===== src/rtl/alu_wb_stage.sv =====
// Execute/write-back register behind the combinational alu: captures results,
// owns the C/V/Z/S flags and sequences multi-cycle ops ahead of write-back.
module alu_wb_stage #(
  parameter int unsigned MCP_EXTRA = 2,
  parameter int unsigned RDEST_W   = 4
) (
  input  logic               clk,
  input  logic               reset_b,
  input  logic               in_valid,
  output logic               in_ready,
  input  logic [31:0]        alu_dout,
  input  logic               alu_cout,
  input  logic               alu_vout,
  input  logic               alu_qnzout,
  input  logic               alu_mcp,
  input  logic [RDEST_W-1:0] rdest,
  input  logic               we_req,
  input  logic               flags_en,
  input  logic               is_djnz,
  output logic               wb_valid,
  input  logic               wb_ready,
  output logic [31:0]        wb_data,
  output logic [RDEST_W-1:0] wb_rdest,
  output logic               wb_we,
  output logic               djnz_taken,
  output logic               flag_c,
  output logic               flag_v,
  output logic               flag_z,
  output logic               flag_s,
  output logic               busy
);

  localparam int unsigned CNT_W = 4;
  localparam logic [CNT_W-1:0] CNT_LOAD = CNT_W'(MCP_EXTRA - 1);

  typedef enum logic [1:0] {
    ST_IDLE = 2'd0,
    ST_MCP  = 2'd1,
    ST_WB   = 2'd2
  } state_t;

  state_t             state, state_nx;
  logic [CNT_W-1:0]   count, count_nx;
  logic               wb_valid_nx, wb_we_nx, djnz_taken_nx, busy_nx;
  logic [31:0]        wb_data_nx;
  logic [RDEST_W-1:0] wb_rdest_nx;
  logic               flag_c_nx, flag_v_nx, flag_z_nx, flag_s_nx;
  logic               capture;

  // Upstream handshake; deliberately independent of in_valid.
  always_comb begin
    in_ready = 1'b0;
    case (state)
      ST_IDLE: in_ready = !alu_mcp;
      ST_MCP:  in_ready = (count == '0);
      ST_WB:   in_ready = wb_ready && !alu_mcp;
      default: in_ready = 1'b0;
    endcase
  end

  assign capture = in_valid && in_ready;

  // Next-state and next-value logic for every register.
  always_comb begin
    state_nx      = state;
    count_nx      = count;
    wb_valid_nx   = wb_valid;
    wb_data_nx    = wb_data;
    wb_rdest_nx   = wb_rdest;
    wb_we_nx      = wb_we;
    djnz_taken_nx = djnz_taken;
    flag_c_nx     = flag_c;
    flag_v_nx     = flag_v;
    flag_z_nx     = flag_z;
    flag_s_nx     = flag_s;

    case (state)
      ST_IDLE: begin
        if (in_valid && alu_mcp) begin
          state_nx = ST_MCP;
          count_nx = CNT_LOAD;
        end
      end
      ST_MCP: begin
        // Dropping in_valid while waiting is an upstream flush.
        if (!in_valid) begin
          state_nx = ST_IDLE;
          count_nx = '0;
        end else if (count != '0) begin
          count_nx = count - CNT_W'(1);
        end
      end
      ST_WB: begin
        if (wb_ready) begin
          wb_valid_nx   = 1'b0;
          djnz_taken_nx = 1'b0;
          if (in_valid && alu_mcp) begin
            state_nx = ST_MCP;
            count_nx = CNT_LOAD;
          end else begin
            state_nx = ST_IDLE;
          end
        end
      end
      default: begin
        state_nx = ST_IDLE;
        count_nx = '0;
      end
    endcase

    // A capture overrides the transitions above and lands in WB.
    if (capture) begin
      state_nx      = ST_WB;
      count_nx      = '0;
      wb_valid_nx   = 1'b1;
      wb_data_nx    = alu_dout;
      wb_rdest_nx   = rdest;
      wb_we_nx      = we_req;
      djnz_taken_nx = is_djnz && alu_qnzout;
      if (flags_en) begin
        flag_c_nx = alu_cout;
        flag_v_nx = alu_vout;
        flag_z_nx = (alu_dout == 32'h0);
        flag_s_nx = alu_dout[31];
      end
    end

    busy_nx = (state_nx == ST_MCP);
  end

  // State and output registers.
  always_ff @(posedge clk or negedge reset_b) begin
    if (!reset_b) begin
      state      <= ST_IDLE;
      count      <= '0;
      wb_valid   <= 1'b0;
      wb_data    <= '0;
      wb_rdest   <= '0;
      wb_we      <= 1'b0;
      djnz_taken <= 1'b0;
      flag_c     <= 1'b0;
      flag_v     <= 1'b0;
      flag_z     <= 1'b0;
      flag_s     <= 1'b0;
      busy       <= 1'b0;
    end else begin
      state      <= state_nx;
      count      <= count_nx;
      wb_valid   <= wb_valid_nx;
      wb_data    <= wb_data_nx;
      wb_rdest   <= wb_rdest_nx;
      wb_we      <= wb_we_nx;
      djnz_taken <= djnz_taken_nx;
      flag_c     <= flag_c_nx;
      flag_v     <= flag_v_nx;
      flag_z     <= flag_z_nx;
      flag_s     <= flag_s_nx;
      busy       <= busy_nx;
    end
  end

endmodule


===== config.mk =====
export PLATFORM = sky130hd
export DESIGN_NAME = alu_wb_stage
export DESIGN_NICKNAME = d
export VERILOG_FILES = /design/src/rtl/alu_wb_stage.sv
export SDC_FILE = /design/constraint.sdc
export NUM_CORES = 1
export LEC_CHECK = 0
export CORE_MARGIN = 2
export CORE_UTILIZATION = 42
export CTS_CLUSTER_DIAMETER = 50
export DETAILED_ROUTE_END_ITERATION = 12
export PLACE_DENSITY = 0.8
export SYNTH_ARGS = -nofsm -noshare
export SYNTH_HDL_FRONTEND = slang
export SYNTH_SLANG_ARGS = --single-unit

===== constraint.sdc =====
create_clock -name clk -period 2.24 [get_ports clk]
set_clock_uncertainty 0.1 [all_clocks]
set_input_delay 0.336 -clock clk [delete_from_list [all_inputs] [get_ports clk]]
set_output_delay 0.336 -clock clk [all_outputs]
set_load 0.05 [all_outputs]

# After elaboration in Yosys (flattened, before gate mapping)

Cells that the tools add are included.

Add/sub/neg operators: 1
Equal/unequal tests: 5
Multiplexer cells: 17
Reduce and logical (&&, ||, !) cells: 14

Operators with widths:

| operator                                                           | count |
|---|---|
| 32-bit logical NOT                                                 | 1 |
| 4-bit two-way mux                                                  | 5 |
| 4-bit case mux with 3 select lines                                 | 1 |
| 2-bit two-way mux                                                  | 4 |
| 2-bit case mux with 3 select lines                                 | 1 |
| 2-bit AND reduction                                                | 3 |
| 1-bit two-way mux                                                  | 5 |
| 2-bit by 1-bit == test with 1-bit output, second input constant    | 2 |
| 1-bit logical AND                                                  | 4 |
| 4-bit logical NOT                                                  | 1 |
| 4-bit inequality test, second input constant                       | 1 |
| 2-bit nonzero test                                                 | 2 |
| 4-bit nonzero test                                                 | 1 |
| 4-bit by 1-bit subtractor with 4-bit output, second input constant | 1 |
| 3-bit inequality test, second input constant                       | 1 |
| 1-bit case mux with 3 select lines                                 | 1 |
| 2-bit == test, second input constant                               | 1 |
| 2-bit logical NOT                                                  | 1 |
| 1-bit logical NOT                                                  | 1 |

Register bits: 50
Input bits: 47
Output and inout bits: 45
Word-level logic and storage cells: 49

# Longest topological paths before layout

Gate-level depths: netlist of the first run.

Depth in word-level cells: 6
Gate-level depth with buffers: 7

# Least setup slack after synthesis of the first run

No wires, ideal clock.

Path type: register to register
From: register count[0]
To: register flag_c
Setup time: 125 ps
Data arrival time: 2,308 ps
Data required time: 2,015 ps
Setup slack: -293 ps
Stages on the path, launching flop included: 7
Path through: dfrtp_1 -> inv_1 -> ha_1 -> or3b_4 -> o32ai_2 -> nand3_2 -> mux2_2

Cells in the longest elaborated chain, start to end: 4

Ends and longest elaborated chain:

| item                               | RTL line | RTL |
|---|---|---|
| start: declaration                 | 43       | `logic [CNT_W-1:0] count, count_nx;` |
| start signal: assignment           | 148      | `count <= count_nx;` |
| 4-bit logical NOT                  | 55       | `ST_MCP: in_ready = (count == '0);` |
| 1-bit case mux with 3 select lines | 53       | `case (state)` |
| via in_ready                       | 10       | `output logic in_ready,` |
| 1-bit logical AND                  | 61       | `assign capture = in_valid && in_ready;` |
| 2-bit AND reduction (no line)      | n/a      |  |
| end signal: assignment             | 154      | `flag_c <= flag_c_nx;` |
| end: declaration                   | 26       | `output logic flag_c,` |

The timed path passes the listed nets, and every way through them passes these cells.
A chain may end at the register's enable or synchronous reset.

# Worst setup path in the final report of the first run

From: register count[0]
To: output port in_ready

Cells in the longest elaborated chain, start to end: 2

Ends and longest elaborated chain:

| item                               | RTL line |
|---|---|
| 4-bit logical NOT                  | 55 |
| 1-bit case mux with 3 select lines | 53 |
| end: declaration                   | 10 |

Every way passes these cells.

==> summary.md, run 1 <==
| Metric | Value |
|---|---|
| Status | complete, no violations |
| CP peak stage delay | 0.40 ns |
| GRT overflow | 0 |
| Post-synthesis simple-gate area fraction | 0.0820 |
| Crit path time final | roughly 2.2 ns |
| Psw | 1820 uW |
| Worst Path Max Fanout | 2 |
| Main combinational cell family by area after synthesis | multiplexers |
| Die area | 0.00559 mm2 |
| Max-Cap Viols | 0 |
| Worst path top cell family by delay | flip-flops |
| Post-Syn Instances | 146 |
| Mux cell area share after synthesis | 0.219 |
| Worst Setup End Kind | primary output |
| Largest area contributor in the netlist | dfrtp_1 |
| Synth Area in Adders | 0.0119 |
| CP bufs+invs | 2 |
| Post-synthesis cell area | 0.00210 mm2 |
| Fmax | roughly 460 MHz |
| CP startpoint kind | flop |
| Crit path arrival time | 1.73 ns |
| Post-synthesis sequential area ratio | 0.595 |
| GR Util All Layers | 0.188 |
| Via density | 4.94 |
| Placed Area | between 0.003 and 0.004 mm2 |
| CTS buffer count | 5 |
| Syn_area_per_cell | 14.4 um2 |
| Max-slew violation count | 0 |
| Die Wd | around 75 um |
| Port bufs | 91 |
| Most frequent cell after synthesis | dfrtp_1 |
| Share of layout cells above drive strength 1 | 0.281 |
| Worst hold path class | in2async |
| Switching Fraction | 0.433 |
| Logic pwr share | 0.539 |
| Synth Area in XOR/XNOR | 0 |
| Relative slew slack | 0.634 |
| EDFF count, synth | 0 |
| Max VDD drop | around 0.66 mV |
| Async set or reset register ratio after synthesis | 1.00 |
| CTS tree | built |
| CP max-delay cell | dfrtp_1 |
| Clock Power Share | 0.141 |
| H-tree Lvls | 2 |
| Top post-synthesis cells by area | dfrtp_1 59%, mux2_2 21%, nor4_1 2.4% |
| Final Power | 4200 uW |
| Vias in the first global route | between 1.5k and 2k |
| Synth Register Bits | 50 |
| Drt wl/cell | 15.8 um |
| Largest net degree at the start of global routing | 36 |
| Critical path cell sequence | inv_2 -> ha_1 -> or3b_4 -> o32ai_4 -> buf_12 |
| Core area | approximately 0.0048 mm2 |
| DP HPWL | a little under 4000 um |
| Antenna viol nets, final | 0 |
| Area growth from synthesis to layout | 57.2% |
| DRC viols | 0 |
| Die Y | 74.8 um |
| RSZ-0062 raised after global routing | true |
| Yosys top cell area share | 0.595 |
| Commonest cells in the synthesized netlist | 50 x dfrtp_1, 39 x mux2_2, 8 x nor4_1, 5 x a21oi_1, 5 x inv_1 |
| Power per cell area | around 1300 mW/mm2 |
| Tcrit/Tclk final | 0.968 |
| Via total after detailed routing | 1596 |
| Critical path data required time | 1.80 ns |
| DRT Pass-1 Iters | 4 |
| Synth Area in Compound Gates | 0.0618 |
| Syn. warnings | 0 |
| CTS sink cnt | 50 |
| Prevailing post-synth register cell | dfrtp_1 |
| Diode count | 0 |
| Worst-path clk slew | 0.09 ns |
| Initial antenna violation count | 0 |
| Final hold slack | around 0.3 ns |
| Total routed wirelength | between 5000 and 6000 um |
| Gp weighted congestion | 0.808 |
| Leakage | 0.00139 uW |
| Final hold vios | 0 |
| CTS Buffer Depth | 2 |
| Setup violations, final | 0 |
| Nets | 304 |
| Syn_nets | 195 |
| Critical path class | reg2out |
| Initial Utilization | 0.440 |
| CTS root buffer | clkbuf_8 |
| Int Pwr | 2380 uW |
| Clock Latency Late Sink | 0.29 ns |
| Ports | 92 |
| FP Rows | 25 |
| Fill count | 346 |
| First-pass GRT wire length | 7820 um |
| Post-route cell area | 0.00331 mm2 |
| Iter 0 DRT Violations | 63 |
| Worst slew pin tran | around 0.55 ns |
| Sequential Power Share | 0.320 |
| Post-layout util | 0.691 |
| Netlist cell types | 29 |
==> final cells by class <==
class / count / area [um2] / area share
sequential: 50 / 1250 / 0.378
timing repair buffer: 106 / 1040 / 0.315
multi-input combinational: 87 / 801 / 0.242
clock buffer: 8 / 110 / 0.0333
tap: 67 / 83.8 / 0.0253
inverter: 5 / 18.8 / 0.00567
==> power groups by stage <==
stage                     Clock [uW]  Sequential (uW)  Combinational (uW)
after detailed placement           0             1370                2220
after floorplan                    0             2340                 437
after CTS                        618             1340                2260
final                            593             1350                2260
after global routing             650             1380                2350
after global placement             0             1360                2190
==> what timing repair did <==
item,CTS,global route
resized for setup,0,1
hold buffers,1,0
pin swaps,1,1
endpoints found under the setup margin,1,1
setup buffers,5,3
endpoints found under the hold margin,6,0
==> kinds of logic (layout without fill, tap and decap cells) <==
group | after synthesis | in the layout
adder cells (fa/ha/maj) | 2 | 2
multiplexers | 41 | 41
flip-flops | 50 | 50
AND/OR/NAND/NOR | 28 | 28
buffers and inverters | 9 | 119
AO/OA/AOI/OAI | 16 | 16
==> sequential cells by signal (all words and copies together), names as in the netlist <==
signal      flops
wb_valid        1
flag_c          1
flag_v          1
wb_rdest        4
djnz_taken      1
wb_data        32
count           4
wb_we           1
flag_s          1
busy            1
flag_z          1
state           2
==> through the flow <==
stage | setup slack, ns | TNS (ns) | std cells
final | 0.0709 | 0 | 323
after global routing | -0.00913 | -0.00913 | 323
after CTS | 0.00270 | 0 | 320
after detailed placement | 0.0578 | 0 | 306
after global placement | 0.0949 | 0 | 306
after floorplan | 0.00180 | 0 | 146
==> final timing paths <==
kind | startpoint | end | slack (ns) | cells after the start
worst min register to register | wb_data[15] | wb_data[15] | 0.40 | 1
min in group clk | wb_data[15] | wb_data[15] | 0.40 | 1
max in group asynchronous | reset_b | wb_data[21] | 1.17 | 3
worst min-delay path | reset_b | wb_data[12] | 0.30 | 2
worst max register to register | count[0] | wb_data[28] | 0.14 | 7
worst max-delay path | count[0] | in_ready | 0.07 | 5
==> placed cells by master (no fill, tap or decap), drive strengths merged, types with 2 or more instances in the layout <==
cell / synthesis / routed
clkdlybuf4s50: 0 / 89
dfrtp: 50 / 50
mux2: 41 / 41
buf: 4 / 16
nor4: 8 / 8
clkbuf: 0 / 8
a21oi: 5 / 5
nand3: 5 / 5
inv: 5 / 5
nand2: 4 / 4
nand4: 3 / 3
o31ai: 2 / 2
o21ai: 2 / 2
ha: 2 / 2
a21o: 2 / 2
==> routing by layer <==
layer | vias to the layer above | global-route usage | wire length, um
li1 | 757 | - | -
met1 | 774 | 0.234 | 2150
met2 | 61 | 0.329 | 2570
met3 | 4 | 0.0495 | 334
met4 | 0 | 0.0417 | 38
met5 | - | 0 | 0
Power figures use the tool's default switching activity.
==> inputs of run 2 (changes only) <==
--- a/config.mk
+++ b/config.mk
@@ -8,6 +8,7 @@
 export CORE_MARGIN = 2
 export CORE_UTILIZATION = 42
 export CTS_CLUSTER_DIAMETER = 50
+export CTS_CLUSTER_SIZE = 30
 export DETAILED_ROUTE_END_ITERATION = 12
 export PLACE_DENSITY = 0.8
 export SYNTH_ARGS = -nofsm -noshare
==> results of run 2 <==
Final layout, timing and power as in run 1 (identical DEF).
==> inputs of run 3 (changes only) <==
--- a/config.mk
+++ b/config.mk
@@ -11,6 +11,7 @@
 export CTS_CLUSTER_SIZE = 30
 export DETAILED_ROUTE_END_ITERATION = 12
 export PLACE_DENSITY = 0.8
+export SETUP_SLACK_MARGIN = 0.4
 export SYNTH_ARGS = -nofsm -noshare
 export SYNTH_HDL_FRONTEND = slang
 export SYNTH_SLANG_ARGS = --single-unit
==> summary.md, run 3 (synthesis results as in run 1) <==
| Metric | Value |
|---|---|
| CP peak stage delay | 0.40 ns |
| Worst-path clk slew | 0.09 ns |
| Sequential cell area | around 0.0013 mm2 |
| Die Wd | 74.8 um |
| CP max-delay cell | dfrtp_1 |
| Leakage | between 0.0015 and 0.002 uW |
| Area growth from synthesis to layout | 64.6% |
| Via total after detailed routing | 1760 |
| CP bufs+invs | 2 |
| Initial antenna violation count | 0 |
| Regs by FF count | wb_data x32, count x4, wb_rdest x4 |
| TNS Setup | 0 ns |
| Setup violations, final | 0 |
| Drt wl/cell | 17.8 um |
| GRT overflow | 0 |
| Crit path time final | around 2.2 ns |
| Final hold vios | 0 |
| Fmax | 461 MHz |
| Critical path class | reg2out |
| Tcrit/Tclk final | 0.968 |
| Gp weighted congestion | 0.830 |
| GR Util All Layers | 0.217 |
| R2R Setup Slk | between 0.1 and 0.15 ns |
| Largest register FFs | 32 |
| Critical path data required time | ~1.8 ns |
| Share of layout cells above drive strength 1 | 0.317 |
| Worst Setup End Kind | primary output |
| Total routed wirelength | 5870 um |
| Die Y | 74.8 um |
| CTS root buffer | clkbuf_8 |
| Biggest register | wb_data |
| Relative slew slack | 0.620 |
| Most frequent cells in the layout | 50 x dfrtp_1, 45 x clkdlybuf4s50_1, 44 x dlygate4sd2_1, 39 x mux2_2, 10 x buf_4 |
| Max VDD drop | 0.571 mV |
| Vias in the first global route | 1772 |
| Via density | roughly 5.3 |
| Worst Path Max Fanout | 2 |
| Worst path top cell family by delay | flip-flops |
| Nets | 310 |
| Antenna viol nets, final | 0 |
| Iter 0 DRT Violations | 98 |
| Max-Cap Viols | 0 |
| Port bufs | 91 |
| CP startpoint kind | flop |
| H-tree Lvls | 2 |
| Most common cell after layout, fill and taps aside | dfrtp_1 |
| CTS tree | built |
| Critical path cell sequence | inv_2 -> ha_4 -> or3b_4 -> o32ai_4 -> buf_12 |
| CTS Buffer Depth | 2 |
| Worst slew pin tran | 0.569 ns |
| Clock Latency Late Sink | 0.30 ns |
| Crit path arrival time | 1.73 ns |
| Worst hold path class | reg2reg |
| RSZ-0062 raised after global routing | true |
| Diode count | 0 |
| Largest net degree at the start of global routing | 51 |
| FP Rows | 25 |
| Power per cell area | 1220 mW/mm2 |
| Status | complete, no violations |
| DRC viols | 0 |
| Area used by multi-input combinational logic | 0.00101 mm2 |
| Die area | 0.00559 mm2 |
| DRT Pass-1 Iters | 4 |
| Ports | 92 |
| Final hold slack | between 0.3 and 0.4 ns |
| Fill count | roughly 350 |
| CTS buffer count | 5 |
| CTS sink cnt | 50 |
| Max-slew violation count | 0 |
| DP HPWL | 3580 um |
| First-pass GRT wire length | 8940 um |
| Initial Utilization | 0.440 |
| Core area | roughly 0.0048 mm2 |
-- run 3: cell types whose count changed in the layout (fill, tap and decap cells not counted), sizes merged --
cell           delta
buf               -1
bufinv            +1
clkbuf            -1
clkdlybuf4s50    -44
dlygate4sd2      +44
o32a              +7
-- run 3: area by class of cell --
cell class              count  share of cell area
well taps                  67              0.0242
flip-flops and latches     50               0.361
inverters                   5             0.00542
multi-input cells          94               0.290
clock buffers               7              0.0220
repair buffers            105               0.288
clock inverters             1             0.00867
-- run 3: power by group --
part	internal [uW]	leakage (uW)	switching, uW
clock	334	0.0000524	291
sequential	1190	0.000599	146
combinational	770	0.000867	1470
total	2300	0.00152	1910
-- run 3: repair_timing --
| item | in CTS | in global routing |
|---|---|---|
| endpoints found under the hold margin | 50 | 0 |
| hold buffers | 1 | 0 |
| buffers inserted | 7 | 2 |
| gates resized for setup | 52 | 14 |
| setup endpoints to repair | 88 | 46 |
| cloned | 7 | 0 |
| pin swaps | 1 | 1 |
-- run 3: path summary, 6_finish.rpt --
kind,from,cells after the start,to
setup / recovery,count[0],5,in_ready
min in group asynchronous,reset_b,3,wb_rdest[3]
setup reg to reg,count[0],8,flag_s
hold reg to reg,wb_valid,2,wb_valid
max in group asynchronous,reset_b,3,wb_rdest[2]
hold / removal,wb_valid,2,wb_valid
-- run 3: worst register-to-register path: cells and delay by family, from the launching register on --
| family | cells | cell delay, ns |
|---|---|---|
| DFF | 1 | 0.40 |
| and+or+nand+nor | 2 | 0.49 |
| buffers and inverters | 3 | 0.35 |
| AOI/OAI and AO/OA | 1 | 0.27 |
| adders and majority gates | 1 | 0.12 |
| muxes | 1 | 0.28 |
-- run 3: layer usage --
metal | up-vias | wire, um | GRT usage
met1 | 880 | 2470 | 0.283
li1 | 799 | - | -
met2 | 69 | 2890 | 0.354
met4 | 0 | 161 | 0.0933
met5 | - | 0 | 0
met3 | 12 | 349 | 0.0442
-- run 3: metrics by stage --
step / utilization / setup slack (ns) / power, uW / std cells / area, um2
after global placement: 0.651 / 0.0170 / 3540 / 304 / 3120
after global routing: 0.724 / 0.0139 / 4390 / 329 / 3460
after CTS: 0.706 / 0.0259 / 4130 / 327 / 3380
final: 0.724 / 0.0714 / 4210 / 329 / 3460
after floorplan: - / 0.00180 / 2790 / 146 / 2120
after detailed placement: 0.651 / -0.0172 / 3580 / 304 / 3120
